==> config.mk <==
export PLATFORM = sky130hd
export DESIGN_NAME = fp_mult_arbiter
export DESIGN_NICKNAME = d
export VERILOG_FILES = /design/src/rtl/fp_mult_arbiter.sv
export SDC_FILE = /design/constraint.sdc
export NUM_CORES = 1
export LEC_CHECK = 0
export BUFFER_PORTS_ARGS = -buffer_cell sky130_fd_sc_hd__clkbuf_2
export CORE_UTILIZATION = 35
export CTS_CLUSTER_SIZE = 24
export DETAILED_ROUTE_END_ITERATION = 10
export HOLD_SLACK_MARGIN = 0.05
export PLACE_DENSITY_LB_ADDON = 0.2
export SLEW_MARGIN = 20
export SYNTH_ARGS = -nofsm -noshare
export SYNTH_HDL_FRONTEND = slang
export SYNTH_SLANG_ARGS = --single-unit
==> constraint.sdc <==
create_clock -name CLK -period 17.25 [get_ports CLK]
set_input_delay 0.8625 -clock CLK [delete_from_list [all_inputs] [get_ports CLK]]
set_output_delay 0.8625 -clock CLK [all_outputs]
set_load 0.03 [all_outputs]
==> src/rtl/fp_mult_arbiter.sv <==
// Round-robin sharing of one byte-serial double-precision multiplier between
// NUM_REQ requesters: serialise operands, collect the product, return it.
module fp_mult_arbiter #(
    parameter int NUM_REQ = 2,
    parameter int TIMEOUT = 64
) (
    input  logic                   CLK,
    input  logic                   RESET,
    input  logic [NUM_REQ-1:0]     REQ_VALID,
    input  logic [64*NUM_REQ-1:0]  REQ_A,
    input  logic [64*NUM_REQ-1:0]  REQ_B,
    output logic [NUM_REQ-1:0]     REQ_READY,
    output logic [NUM_REQ-1:0]     RSP_VALID,
    input  logic [NUM_REQ-1:0]     RSP_READY,
    output logic [63:0]            RSP_DATA,
    output logic                   RSP_ERR,
    output logic                   MUL_ENABLE,
    output logic [7:0]             MUL_DATA_IN,
    input  logic [7:0]             MUL_DATA_OUT,
    input  logic                   MUL_READY,
    output logic                   BUSY
);

    localparam int IDX_W = (NUM_REQ > 1) ? $clog2(NUM_REQ) : 1;
    localparam int CNT_W = ($clog2(TIMEOUT) > 4) ? $clog2(TIMEOUT) : 4;

    localparam logic [2:0] S_IDLE = 3'd0;
    localparam logic [2:0] S_SEND = 3'd1;
    localparam logic [2:0] S_WAIT = 3'd2;
    localparam logic [2:0] S_RECV = 3'd3;
    localparam logic [2:0] S_GAP  = 3'd4;
    localparam logic [2:0] S_RESP = 3'd5;

    localparam logic [63:0] QNAN = 64'h7FF8_0000_0000_0000;

    logic [2:0]          state_reg;
    logic [IDX_W-1:0]    ptr_reg;
    logic [IDX_W-1:0]    grant_reg;
    logic [127:0]        shift_reg;
    logic [63:0]         result_reg;
    logic                err_reg;
    logic [CNT_W-1:0]    cnt_reg;
    logic [NUM_REQ-1:0]  req_ready_reg;

    logic [63:0]         req_a_arr [NUM_REQ];
    logic [63:0]         req_b_arr [NUM_REQ];
    logic                grant_found;
    logic [IDX_W-1:0]    grant_idx;

    function automatic logic [IDX_W-1:0] wrap_idx(input logic [IDX_W-1:0] base, input int off);
        int s;
        s = int'(base) + off;
        if (s >= NUM_REQ) s = s - NUM_REQ;
        return IDX_W'(s);
    endfunction

    genvar gi;
    generate
        for (gi = 0; gi < NUM_REQ; gi++) begin : g_req
            assign req_a_arr[gi] = REQ_A[64*gi +: 64];
            assign req_b_arr[gi] = REQ_B[64*gi +: 64];
            assign RSP_VALID[gi] = (state_reg == S_RESP) && (grant_reg == IDX_W'(gi));
        end
    endgenerate

    // First valid requester at or after the pointer, wrapping around.
    always_comb begin
        grant_found = 1'b0;
        grant_idx   = '0;
        for (int k = 0; k < NUM_REQ; k++) begin
            if (!grant_found && REQ_VALID[wrap_idx(ptr_reg, k)]) begin
                grant_found = 1'b1;
                grant_idx   = wrap_idx(ptr_reg, k);
            end
        end
    end

    always_ff @(posedge CLK or posedge RESET) begin
        if (RESET) begin
            state_reg     <= S_IDLE;
            ptr_reg       <= '0;
            grant_reg     <= '0;
            shift_reg     <= '0;
            result_reg    <= '0;
            err_reg       <= 1'b0;
            cnt_reg       <= '0;
            req_ready_reg <= '0;
        end else begin
            req_ready_reg <= '0;
            case (state_reg)
                S_IDLE: begin
                    if (grant_found) begin
                        req_ready_reg <= NUM_REQ'(1) << grant_idx;
                        grant_reg     <= grant_idx;
                        ptr_reg       <= wrap_idx(grant_idx, 1);
                        shift_reg     <= {req_b_arr[grant_idx], req_a_arr[grant_idx]};
                        result_reg    <= '0;
                        err_reg       <= 1'b0;
                        cnt_reg       <= '0;
                        state_reg     <= S_SEND;
                    end
                end
                S_SEND: begin
                    shift_reg <= {8'h00, shift_reg[127:8]};
                    if (cnt_reg == CNT_W'(15)) begin
                        cnt_reg   <= '0;
                        state_reg <= S_WAIT;
                    end else begin
                        cnt_reg <= cnt_reg + 1'b1;
                    end
                end
                S_WAIT: begin
                    // READY and result byte 0 arrive together.
                    if (MUL_READY) begin
                        result_reg[7:0] <= MUL_DATA_OUT;
                        cnt_reg         <= CNT_W'(1);
                        state_reg       <= S_RECV;
                    end else if (cnt_reg == CNT_W'(TIMEOUT - 1)) begin
                        err_reg    <= 1'b1;
                        result_reg <= QNAN;
                        cnt_reg    <= '0;
                        state_reg  <= S_GAP;
                    end else begin
                        cnt_reg <= cnt_reg + 1'b1;
                    end
                end
                S_RECV: begin
                    if (MUL_READY) begin
                        result_reg[{cnt_reg[2:0], 3'b000} +: 8] <= MUL_DATA_OUT;
                        if (cnt_reg == CNT_W'(7)) begin
                            cnt_reg   <= '0;
                            state_reg <= S_GAP;
                        end else begin
                            cnt_reg <= cnt_reg + 1'b1;
                        end
                    end else begin
                        err_reg   <= 1'b1;
                        cnt_reg   <= '0;
                        state_reg <= S_GAP;
                    end
                end
                S_GAP: begin
                    if (cnt_reg == CNT_W'(1)) begin
                        cnt_reg   <= '0;
                        state_reg <= S_RESP;
                    end else begin
                        cnt_reg <= cnt_reg + 1'b1;
                    end
                end
                S_RESP: begin
                    if (RSP_READY[grant_reg]) state_reg <= S_IDLE;
                end
                default: state_reg <= S_IDLE;
            endcase
        end
    end

    assign REQ_READY   = req_ready_reg;
    assign MUL_ENABLE  = (state_reg == S_SEND);
    assign MUL_DATA_IN = (state_reg == S_SEND) ? shift_reg[7:0] : 8'h00;
    assign RSP_DATA    = result_reg;
    assign RSP_ERR     = err_reg;
    assign BUSY        = (state_reg != S_IDLE);

endmodule

* Word-level counts from Yosys, hierarchy flattened
Cells that the tools add are included.
Widths: inputs -> output; s select.
** Storage, ports and cells
- Register bits after elaboration :: 206
- Output and inout bits :: 79
- Word-level logic and storage cells :: 116
** Cells by class
- Add/sub/neg operators :: 7
- $lt $le $gt $ge :: 7
- Equality and inequality tests :: 19
- Shifts and indexed selects :: 3
- Multiplexer cells :: 53
- Bitwise gates (word level) :: 2
- Reduce and logical (&&, ||, !) cells :: 16
** Operators by type and width (count)
- $mux 64 :: 9
- $pmux 128 s2 :: 1
- $pmux 64 s3 :: 1
- $mux 128 :: 1
- $bwmux 64 :: 1
- $shift 8x8->64 const A :: 1
- $shiftx 8x8->64 :: 1
- $mux 56 :: 1
- $mux 6 :: 7
- $pmux 6 s5 :: 1
- $mux 3 :: 8
- $pmux 3 s6 :: 1
- $mux 1 :: 17
- $mux 8 :: 2
- $ne 2x2->1 const B :: 6
- $reduce_and 5->1 :: 2
- $neg 6->8 :: 1
- $add 6x1->6 const B :: 1
- $eq 3x2->1 const B :: 2
- $eq 3x3->1 const B :: 2
- $eq 6x1->1 const B :: 1
- $eq 6x3->1 const B :: 1
- $eq 6x4->1 const B :: 1
- $eq 6x6->1 const B :: 1
- other kinds (22) :: 37

* Depth between registers and ports, before layout
- Depth after elaboration :: 14
- Depth in mapped cells :: 9

* Worst setup path before layout
OpenSTA, ideal clock, no wires.
- Path type :: in2reg
- Start :: in MUL_READY
- End :: reg result_reg[40] (netlist: RSP_DATA[40])
- Setup time :: 0.126 ns
- Arrival :: 2.266 ns
- Data required time :: 17.124 ns
- Path slack :: 14.858 ns
- Cell stages on the path :: 5
- Path through :: clkbuf_1 > or3_4 > a2111oi_4 > buf_6 > a21oi_1
** Between the ends
- Longest elaborated chain between the ends :: 2
- Elaborated cells between the ends (all ways) :: 3
- Those cells by class :: eq/ne: 2; reduce/logical: 1
** RTL lines
- start: declaration :: RTL line 20 : input logic MUL_READY,
- $ne 2x2->1 (no source line)
- $reduce_and 5->1 (no source line) (*)
- end signal: assignment :: RTL line 84 : result_reg <= '0;
- end signal: assignment :: RTL line 97 : result_reg <= '0;
- end signal: assignment :: RTL line 120 : result_reg <= QNAN;
- end: declaration :: RTL line 40 : logic [63:0] result_reg;
Every way passes the cells marked *; elsewhere a longest branch is shown, timed or not.
A chain may end at the register's enable or synchronous reset.

* Final worst setup path
- Start :: reg state_reg[0]
- End :: out MUL_ENABLE
** Between the ends
- Longest elaborated chain between the ends :: 1
** RTL lines
- start: declaration :: RTL line 36 : logic [2:0] state_reg;
- start signal: assignment :: RTL line 80 : state_reg <= S_IDLE;
- start signal: assignment :: RTL line 100 : state_reg <= S_SEND;
- start signal: assignment :: RTL line 107 : state_reg <= S_WAIT;
- $eq 3x1->1 :: RTL line 159 : assign MUL_ENABLE = (state_reg == S_SEND);
- end: declaration :: RTL line 17 : output logic MUL_ENABLE,
Every way passes these cells.

==> key figures <==
Run status
  – Status: finished, final reports clean

Clock tree
  – Num CTS Buffers: 24
  – CTS tree: built
  – Clk buf depth: 3
  – CTS Sinks: 206
  – H-Tree Depth: 1
  – Clock transition at path regs: 60 ps
  – Root buf cell: clkbuf_16
  – Cts hold-fix bufs: 0
  – Setup Buffers After CTS: 0
  – Post-cts sizing count: 0
  – Clk_lat worst skew: 520 ps

GRT
  – First-pass GRT wire length: 52250 um
  – Grt total ovfl: 0
  – Antenna violations before repair: 0
  – Largest net degree at the start of global routing: 133
  – Total GRT Usage: 21.44%
  – Vias in the first global route: 9077

STA
  – Relative slew slack: 29.21%
  – Max Freq: 0.2312 GHz
  – Unrepaired setup endpoints after global routing: no
  – Final setup viols: 0
  – Final hold violations: 0
  – Tightest Pin Transition: 1062 ps
  – Worst setup margin: 12930 ps
  – Slew Limit Fails: 0
  – Post-layout minimum cycle time: 4324 ps
  – Ratio of final minimum period to clock period: 25.07%
  – Skew final: 18.47 ps
  – Final setup TNS: 0 ps

Setup path
  – Worst R2R Start: state_reg[2]
  – Crit. End Element: primary output
  – Reg2reg end: shift_reg[111]
  – CP Data Arrival Time: 3460 ps
  – FF-to-FF setup slack: 13220 ps
  – Startpoint Class: register
  – Worst EP required: 16390 ps
  – Kind of critical path: register to primary output
  – R2R depth: 6
  – Crit-path max FO: 41

Synthesis
  – Post-synth EDFFs: 0
  – Most frequent cell after synthesis: dfrtp_1
  – Cell area after synthesis: 10650 sq um
  – Share of the synthesized area in the top cell type: 48.40%
  – Ranking of synthesized cells by area: dfrtp_1 48%, mux2i_1 12%, o21ai_0 6.2%
  – Synthesis-stage register bit count: 206
  – Synth unique cells: 51
  – Syn Inst Count: 1058
  – Avg Cell Area, Syn: 10.07 sq um
  – Synth top cells by count: 206 x dfrtp_1, 132 x o21ai_0, 129 x mux2i_1
  – Top FF cell, synth: dfrtp_1
  – Seq/Total Area, Yosys: 48.40%
  – Syn Nets: 1334
  – Synth Warn #: 0
  – Area leader, netlist: dfrtp_1
  – Asr flop ratio synth: 100.0%

Drt
  – Routed wire per std cell: 19.24 um
  – Drt pass-1 iters: 5
  – Antenna Nets Post-Route: 0
  – Iter 0 DRT Violations: 707
  – Post-Route WL: 33640 um
  – Via count: 9404
  – Vias per inst: 5.380
  – DRC Markers: 0

Finish
  – Share of cells above drive strength 1: 30.41%
  – Area growth syn-to-layout: 25.35%
  – Nets@finish: 1620
  – Antenna cells: 0
  – Seq. cell area: 5155 sq um
  – Fillcell total: 2940
  – Multi-input gate area: 5064 sq um
  – Max reg flops: 128

Worst hold path
  – Hold Startpoint: shift_reg[6]
  – Worst Hold Class: register to register
  – WHS Endpoint: shift_reg[6]
  – Hold path cells: 1

Placed design
  – Input/output buffers: 349
  – GPL Wtd Cong: 0.8121
  – Dpl ws: 13150 ps
  – Hpwl dp: 23710 um

Run
  – Max cap viols: 0

Power and ir drop
  – P_leak: 6.783 nW
  – Power Dens Cells: 158.4 nW/um^2
  – Maximum vdd ir drop: 0.00009634 V

Die
  – Core ar.: 29800 sq um
  – Initial Utilization: 35.74%
  – Cell row count: 63
  – Die Span X: 176.4 um
  – Num ports: 350
  – Die Y: 176.4 um
  – DIE AREA: 31130 sq um
area by class of cell:
class	count	area share (%)
clock buffers	34	5.314
multi-input cells	744	37.93
clock inverters	6	0.4405
well taps	390	3.655
flip-flops and latches	206	38.61
inverters	9	0.3093
repair buffers	359	13.74
layout by cell type (no fill, tap or decap), drive strengths merged, types with 2 or more instances in the layout:
cell type  netlist  final
clkbuf          62    383
dfrtp          206    206
o21ai          136    136
mux2i          129    129
nor2            74     74
a21o            63     63
a211oi          60     60
a22oi           60     60
a21oi           49     49
nand3           44     44
nand2           22     22
nand4           12     12
and3            12     12
a2bb2oi         12     12
a22o            11     11
buf             37     10
inv              8      8
nor2b            6      6
clkinv           1      6
ha               5      5
or3              5      5
o211ai           5      5
nand2b           4      4
a31oi            4      4
and2             4      4
a32oi            3      3
nor3             3      3
mux2             3      3
nor3b            2      2
o31ai            2      2
o2111ai          2      2
worst max-delay path, stage by stage, from the launching register on:
cell      delay [ps]
dfrtp_1          790
nor2b_2          680
nand2_4          230
inv_2            400
buf_4            510
clkbuf_2         310
worst max path at each step:
stage,from,to,slack (ps)
global route,state_reg[0],MUL_ENABLE,12710
finish,state_reg[0],MUL_ENABLE,12930
CTS,state_reg[0],MUL_ENABLE,12570
global placement,state_reg[0],MUL_ENABLE,13240
detailed placement,state_reg[0],MUL_ENABLE,13150
floorplan,RESET,REQ_READY[0],10760
report_power, final:
| part | internal [mW] | switching (mW) | total [mW] |
|---|---|---|---|
| Sequential | 0.661 | 0.124 | 0.786 |
| Clock | 0.299 | 0.203 | 0.501 |
| Combinational | 0.314 | 0.515 | 0.829 |
stage by stage:
stage / area, sq um / utilization (%) / std cells / total power [mW] / hold slack [ps]
floorplan: 10650 / - / 1058 / 1.378 / 441.4
global placement: 12580 / 42.21 / 1708 / 1.607 / 454.5
detailed placement: 12580 / 42.22 / 1708 / 1.625 / 464.3
CTS: 13350 / 44.80 / 1748 / 2.135 / 476.7
global route: 13350 / 44.81 / 1748 / 2.258 / 480.6
finish: 13350 / 44.81 / 1748 / 2.115 / 472.5
metal layers:
metal	vias to the layer above	global-route usage [%]	part of all wire, %
met5	-	0	0
met4	0	4.418	1.6
met3	34	2.670	5.1
met2	340	36.56	49
met1	4511	29.11	44
li1	4519	-	-
logic make-up after synthesis:
logic type | Yosys count | synth area share, %
DFF | 206 | 48.40
AOI/OAI and AO/OA | 413 | 25.35
adders and majority gates | 5 | 0.5874
buffers and inverters | 108 | 4.394
muxes | 132 | 12.44
and+or+nand+nor | 194 | 8.823
(Power assumes the default switching activity.)
